==> src/rtl/hex_display_ctrl.sv <==
// rtl/hex_display_ctrl.sv - two-requester round-robin HEX display scanner
// One shared hex-to-7-segment decoder is walked over six persistent display registers.
module hex_display_ctrl #(
    parameter int         NUM_DIGITS = 6,
    parameter logic [6:0] BLANK_SEG  = 7'h7F
) (
    input  logic        CLOCK_50,
    input  logic        resetn,
    input  logic [1:0]  req_valid,
    input  logic [23:0] req_value0,
    input  logic [23:0] req_value1,
    input  logic [5:0]  req_mask0,
    input  logic [5:0]  req_mask1,
    output logic [1:0]  req_ready,
    output logic [6:0]  HEX0,
    output logic [6:0]  HEX1,
    output logic [6:0]  HEX2,
    output logic [6:0]  HEX3,
    output logic [6:0]  HEX4,
    output logic [6:0]  HEX5,
    output logic        busy,
    output logic        done,
    output logic        owner
);

    localparam logic [2:0] LAST_DIGIT = 3'(NUM_DIGITS - 1);

    typedef enum logic {
        IDLE = 1'b0,
        SCAN = 1'b1
    } state_t;

    state_t      state;
    logic [2:0]  digit;
    logic [23:0] cap_value;
    logic [5:0]  cap_mask;
    logic        last_owner;
    logic [6:0]  hex_q [NUM_DIGITS];

    logic [1:0]  grant;
    logic        accept;
    logic [3:0]  nibble;
    logic        digit_en;
    logic [6:0]  seg;
    logic [6:0]  seg_out;

    // Ties go to whichever requester did not win the previous frame.
    always_comb begin
        grant = 2'b00;
        if (state == IDLE) begin
            case (req_valid)
                2'b01:   grant = 2'b01;
                2'b10:   grant = 2'b10;
                2'b11:   grant = last_owner ? 2'b01 : 2'b10;
                default: grant = 2'b00;
            endcase
        end
    end

    assign req_ready = grant;
    assign accept    = |(req_valid & grant);

    always_comb begin
        nibble   = cap_value[3:0];
        digit_en = cap_mask[0];
        case (digit)
            3'd0: begin nibble = cap_value[3:0];   digit_en = cap_mask[0]; end
            3'd1: begin nibble = cap_value[7:4];   digit_en = cap_mask[1]; end
            3'd2: begin nibble = cap_value[11:8];  digit_en = cap_mask[2]; end
            3'd3: begin nibble = cap_value[15:12]; digit_en = cap_mask[3]; end
            3'd4: begin nibble = cap_value[19:16]; digit_en = cap_mask[4]; end
            3'd5: begin nibble = cap_value[23:20]; digit_en = cap_mask[5]; end
            default: begin nibble = cap_value[3:0]; digit_en = 1'b0; end
        endcase
    end

    // Active-low segments, bit 0 = segment a.
    always_comb begin
        seg = BLANK_SEG;
        case (nibble)
            4'h0: seg = 7'h40;
            4'h1: seg = 7'h79;
            4'h2: seg = 7'h24;
            4'h3: seg = 7'h30;
            4'h4: seg = 7'h19;
            4'h5: seg = 7'h12;
            4'h6: seg = 7'h02;
            4'h7: seg = 7'h78;
            4'h8: seg = 7'h00;
            4'h9: seg = 7'h10;
            4'hA: seg = 7'h08;
            4'hB: seg = 7'h03;
            4'hC: seg = 7'h46;
            4'hD: seg = 7'h21;
            4'hE: seg = 7'h06;
            4'hF: seg = 7'h0E;
            default: seg = BLANK_SEG;
        endcase
    end

    assign seg_out = digit_en ? seg : BLANK_SEG;

    always_ff @(posedge CLOCK_50 or negedge resetn) begin
        if (!resetn) begin
            state      <= IDLE;
            digit      <= 3'd0;
            cap_value  <= 24'h0;
            cap_mask   <= 6'h0;
            last_owner <= 1'b1;
            owner      <= 1'b0;
            busy       <= 1'b0;
            done       <= 1'b0;
            for (int k = 0; k < NUM_DIGITS; k++) begin
                hex_q[k] <= BLANK_SEG;
            end
        end else begin
            done <= 1'b0;
            case (state)
                IDLE: begin
                    if (accept) begin
                        cap_value  <= grant[1] ? req_value1 : req_value0;
                        cap_mask   <= grant[1] ? req_mask1 : req_mask0;
                        owner      <= grant[1];
                        last_owner <= grant[1];
                        digit      <= 3'd0;
                        busy       <= 1'b1;
                        state      <= SCAN;
                    end
                end
                SCAN: begin
                    for (int k = 0; k < NUM_DIGITS; k++) begin
                        if (digit == 3'(k)) begin
                            hex_q[k] <= seg_out;
                        end
                    end
                    if (digit == LAST_DIGIT) begin
                        digit <= 3'd0;
                        busy  <= 1'b0;
                        done  <= 1'b1;
                        state <= IDLE;
                    end else begin
                        digit <= digit + 3'd1;
                    end
                end
                default: state <= IDLE;
            endcase
        end
    end

    assign HEX0 = hex_q[0];
    assign HEX1 = hex_q[1];
    assign HEX2 = hex_q[2];
    assign HEX3 = hex_q[3];
    assign HEX4 = hex_q[4];
    assign HEX5 = hex_q[5];

endmodule

==> config.mk <==
export PLATFORM = sky130hd
export DESIGN_NAME = hex_display_ctrl
export DESIGN_NICKNAME = d
export VERILOG_FILES = /design/src/rtl/hex_display_ctrl.sv
export SDC_FILE = /design/constraint.sdc
export NUM_CORES = 1
export LEC_CHECK = 0
export ABC_AREA = 1
export CORE_MARGIN = 4
export CORE_UTILIZATION = 44
export DETAILED_ROUTE_END_ITERATION = 10
export GPL_TIMING_DRIVEN = 0
export PLACE_DENSITY = 0.81
export SETUP_SLACK_MARGIN = 0.2
export SLEW_MARGIN = 20
export SYNTH_ARGS = -nofsm -noshare
export SYNTH_HDL_FRONTEND = slang
export SYNTH_SLANG_ARGS = --single-unit
export TNS_END_PERCENT = 50
==> constraint.sdc <==
create_clock -name CLOCK_50 -period 2.25 [get_ports CLOCK_50]
set_clock_uncertainty 0.1 [all_clocks]
set_input_delay 0.225 -clock CLOCK_50 [delete_from_list [all_inputs] [get_ports CLOCK_50]]
set_output_delay 0.225 -clock CLOCK_50 [all_outputs]
set_load 0.02 [all_outputs]
==> summary.md <==
| Metric | Value |
|---|---|
| H-tree depth | 3 |
| Tightest Pin Transition | 0.649 ns |
| Status | finished, violations left |
| Global placer's final weighted congestion | between 0.8 and 0.9 |
| Critical path arrival | around 2.6 ns |
| Syn Nets | slightly below 600 |
| Global-route wire length before repair | between 15 and 20 mm |
| Initial DRC Count | 231 |
| Combinational power share | roughly 65% |
| Pins Over Slew Limit | 0 |
| Part of the cycle the worst path needs | 106% |
| P&R area growth vs syn | 52.0% |
| Synth area leaders | dfstp_2, dfrtp_1, nand2_1 |
| Cell taking the most area after synthesis | dfstp_2 |
| Max-Slew Margin vs Limit | 56.6% |
| Fmax | 420 MHz |
| FF+latch count, synth | 80 |
| Die Ht | 104 um |
| GRT Util Overall | 21.0% |
| Layout Cell Area excl Fill | 6110 um2 |
| RSZ-0062 raised after global routing | true |
| Max-Cap Viols | 0 |
| Number of global-route vias before repair | 4,021 |
| ANT nets after route | 0 |
| Req. time, crit path | about 2.4 ns |
| Root buffer cell | clkbuf_8 |
| Setup violators final | 36 |
| Synth unique cells | 25 |
| Storage cell area | 2060 um2 |
| Area of the multi-input gates | 2180 um2 |
| Leakage | 2.82 nW |
| Die ar. | 10,700 um2 |
| TritonCTS clock tree | yes |
| Part of the power in the clock network | 8.7% |
| Total Wirelength | 11.5 mm |
| Port buffer count | 110 |
| Worst setup SP type | flip-flop |
| DR vias/cell | 5.11 |
| FF-to-FF Start | digit[1]$_DFFE_PN0P_ |
| Worst skew pair latency | 0.35 ns |
| Number of vias after detailed routing | 3,973 |
| Buffers from clock root to sink, at most | 2 |
| Flop pwr share | 26.6% |
| End of the worst register-to-register path | HEX0[1]$_DFFE_PN1P_ |
| Internal | roughly 5.8 mW |
| Register area share after synthesis | 51.1% |
| Worst VDD drop | roughly 0.73 mV |
| R2R depth | 16 |
| CP max FO | 6 |
| Setup crit end kind | flip-flop |
| Drc violations | 0 |
| Switch share | 47.4% |
| Boundary pin count | 111 |
| CTS Buf Count | 9 |
| Psw | 5.19 mW |
| DIE WIDTH | around 100 um |
| Cells after Synth | just over 500 |
| PwrDens | 1790 nW/um2 |
| Dpl ws | -0.240 ns |
| Largest net degree at the start of global routing | 63 |
| Final hold viol count | 0 |
| Worst hold margin | 0.204 ns |
| Core Area | 8810 um2 |
| Wirelength per Cell | 14.8 um |
| Top-area cell type share of the netlist area | 28.1% |
| Drt pass-1 iters | 4 |
| Synth warn | 0 |
| Fill cells | 652 |
| Hold Path Class | input port to asynchronous set/reset pin |
| Minimum clock period after layout | approximately 2.4 ns |
| Initial Utilization | 45.7% |
| Worst-path clk slew | about 0.080 ns |
| Total gr overflow | 0 |
| Fin nets | 735 |
| Initial antenna violation count | 0 |
| TNS Setup | -3.24 ns |
| # diodes | 0 |
| Setup CP Type | flip-flop to flip-flop |
| DP Area | 5320 um2 |
| Fraction of layout cells with a size suffix above 1 | 29.3% |
| Post-route setup slack | -0.131 ns |
| Detail Placement HPWL | 8.14 mm |
| Site Rows | 34 |
| Post-synthesis cell area | between 4000 and 5000 um2 |
| R2r setup slk | -0.13 ns |
| TritonCTS sink count | 80 |
| Mapped Avg Cell Area | 7.81 um2 |
| Failing checks | setup timing |
-- cell usage after synthesis, drive strengths merged --
cell      n
buf       4
nand3    30
clkbuf   11
o21bai    1
nand4     1
nand2   214
o211ai    1
nor2     67
dfstp    43
o21ai    60
ha        7
a21oi     1
nor3      1
inv      32
dfrtp    37
o22ai     5
-- kinds of logic (layout without fill, tap and decap cells) --
family          count (synthesis)  in the layout  share of synthesized area (%)
compound gates                 68             68                           9.03
buf+inv                        47            200                           4.79
fa+ha+maj                       7              7                           2.18
flops                          80             80                           51.1
simple gates                  313            314                           32.9
-- flip-flops by register name, summed over array words and instances, names as in the netlist, 3 cells and up --
register	cells
HEX2	7
HEX3	7
HEX0	7
cap_value	24
digit	3
cap_mask	6
HEX4	7
HEX5	7
HEX1	7
-- power by group through the flow --
stage               Sequential, mW  Clock (mW)  Combinational (mW)
finish                        2.91       0.956                7.07
global route                  2.99        1.03                7.69
CTS                           2.90       0.960                6.15
detailed placement            2.92           0                5.27
global placement              2.89           0                5.14
floorplan                     3.35           0                2.95
-- per-layer routing --
layer	vias to the layer above	part of all wire [%]	wire [um]	GRT usage (%)
met5	-	0	0	0
met4	0	3.7	431	10.4
met3	41	6.8	784	4.85
met2	181	48	5470	34.3
met1	1827	42	4820	26.2
li1	1924	-	-	-
-- metrics by stage --
step	power, mW	util, %	cells
CTS	10.0	66.2	771
global placement	8.03	60.1	733
global route	11.7	69.4	777
floorplan	6.31	-	515
detailed placement	8.19	60.4	734
finish	10.9	69.4	777
-- layout by cell type, fill, tap and decap left out, types with 2 or more instances in the layout --
cell / netlist / layout
inv_4: 0 / 2
dfstp_2: 43 / 43
nand3_1: 26 / 18
nand2_2: 5 / 30
buf_4: 2 / 21
nand2_4: 3 / 12
o21ai_1: 0 / 2
clkinv_2: 0 / 3
clkbuf_2: 0 / 2
nand3_2: 4 / 5
clkbuf_8: 0 / 10
inv_1: 25 / 19
nor2_1: 58 / 42
inv_2: 7 / 10
clkbuf_1: 11 / 10
o22ai_1: 5 / 5
nor2_4: 2 / 14
nand3_4: 0 / 7
buf_6: 1 / 6
o21ai_0: 59 / 57
inv_6: 0 / 2
nor2_2: 7 / 11
nand2_1: 206 / 172
dfrtp_1: 37 / 36
clkdlybuf4s50_1: 0 / 107
ha_4: 0 / 5
-- critical path, stage by stage, from the launching register on --
cell and delay [ns]:
dfrtp_1 0.40, buf_6 0.15, nand2_4 0.05, inv_2 0.04, ha_4 0.18, nand2_2 0.08
nand2_2 0.07, nor2_4 0.10, nand2_2 0.08, nor2_4 0.20, ha_1 0.29, nand2_4 0.09
nor2_1 0.04, nor2_1 0.17, nand2_4 0.12, nand2_1 0.09, nand2_1 0.06
-- repair_timing --
| item | 4_1_cts | 5_1_grt |
|---|---|---|
| hold buffers | 1 | 0 |
| cloned | 1 | 0 |
| resized for setup | 53 | 62 |
| hold endpoints to repair | 41 | 0 |
| pin swaps | 27 | 34 |
| buffers inserted | 19 | 6 |
| setup endpoints to repair | 44 | 44 |
-- area by class of cell --
| cell class | instances | area share [%] |
|---|---|---|
| clock buffers | 11 | 2.31 |
| clock inverters | 5 | 0.512 |
| repair buffers | 137 | 22.1 |
| plain buffers | 15 | 1.45 |
| multi-input cells | 389 | 35.7 |
| inverters | 32 | 2.13 |
| well taps | 108 | 2.21 |
| flip-flops and latches | 80 | 33.7 |
-- how the worst max path moves through the flow --
stage,start,end,depth (start not counted)
detailed placement,digit[2]$_DFFE_PN0P_,HEX2[4]$_DFFE_PN1P_,15
global placement,resetn,cap_value[8]$_DFFE_PN0P_,1
finish,digit[1]$_DFFE_PN0P_,HEX0[1]$_DFFE_PN1P_,16
floorplan,digit[2]$_DFFE_PN0P_,HEX1[4]$_DFFE_PN1P_,15
global route,digit[1]$_DFFE_PN0P_,HEX4[5]$_DFFE_PN1P_,17
CTS,digit[1]$_DFFE_PN0P_,HEX0[1]$_DFFE_PN1P_,16
(Power assumes the default switching activity.)
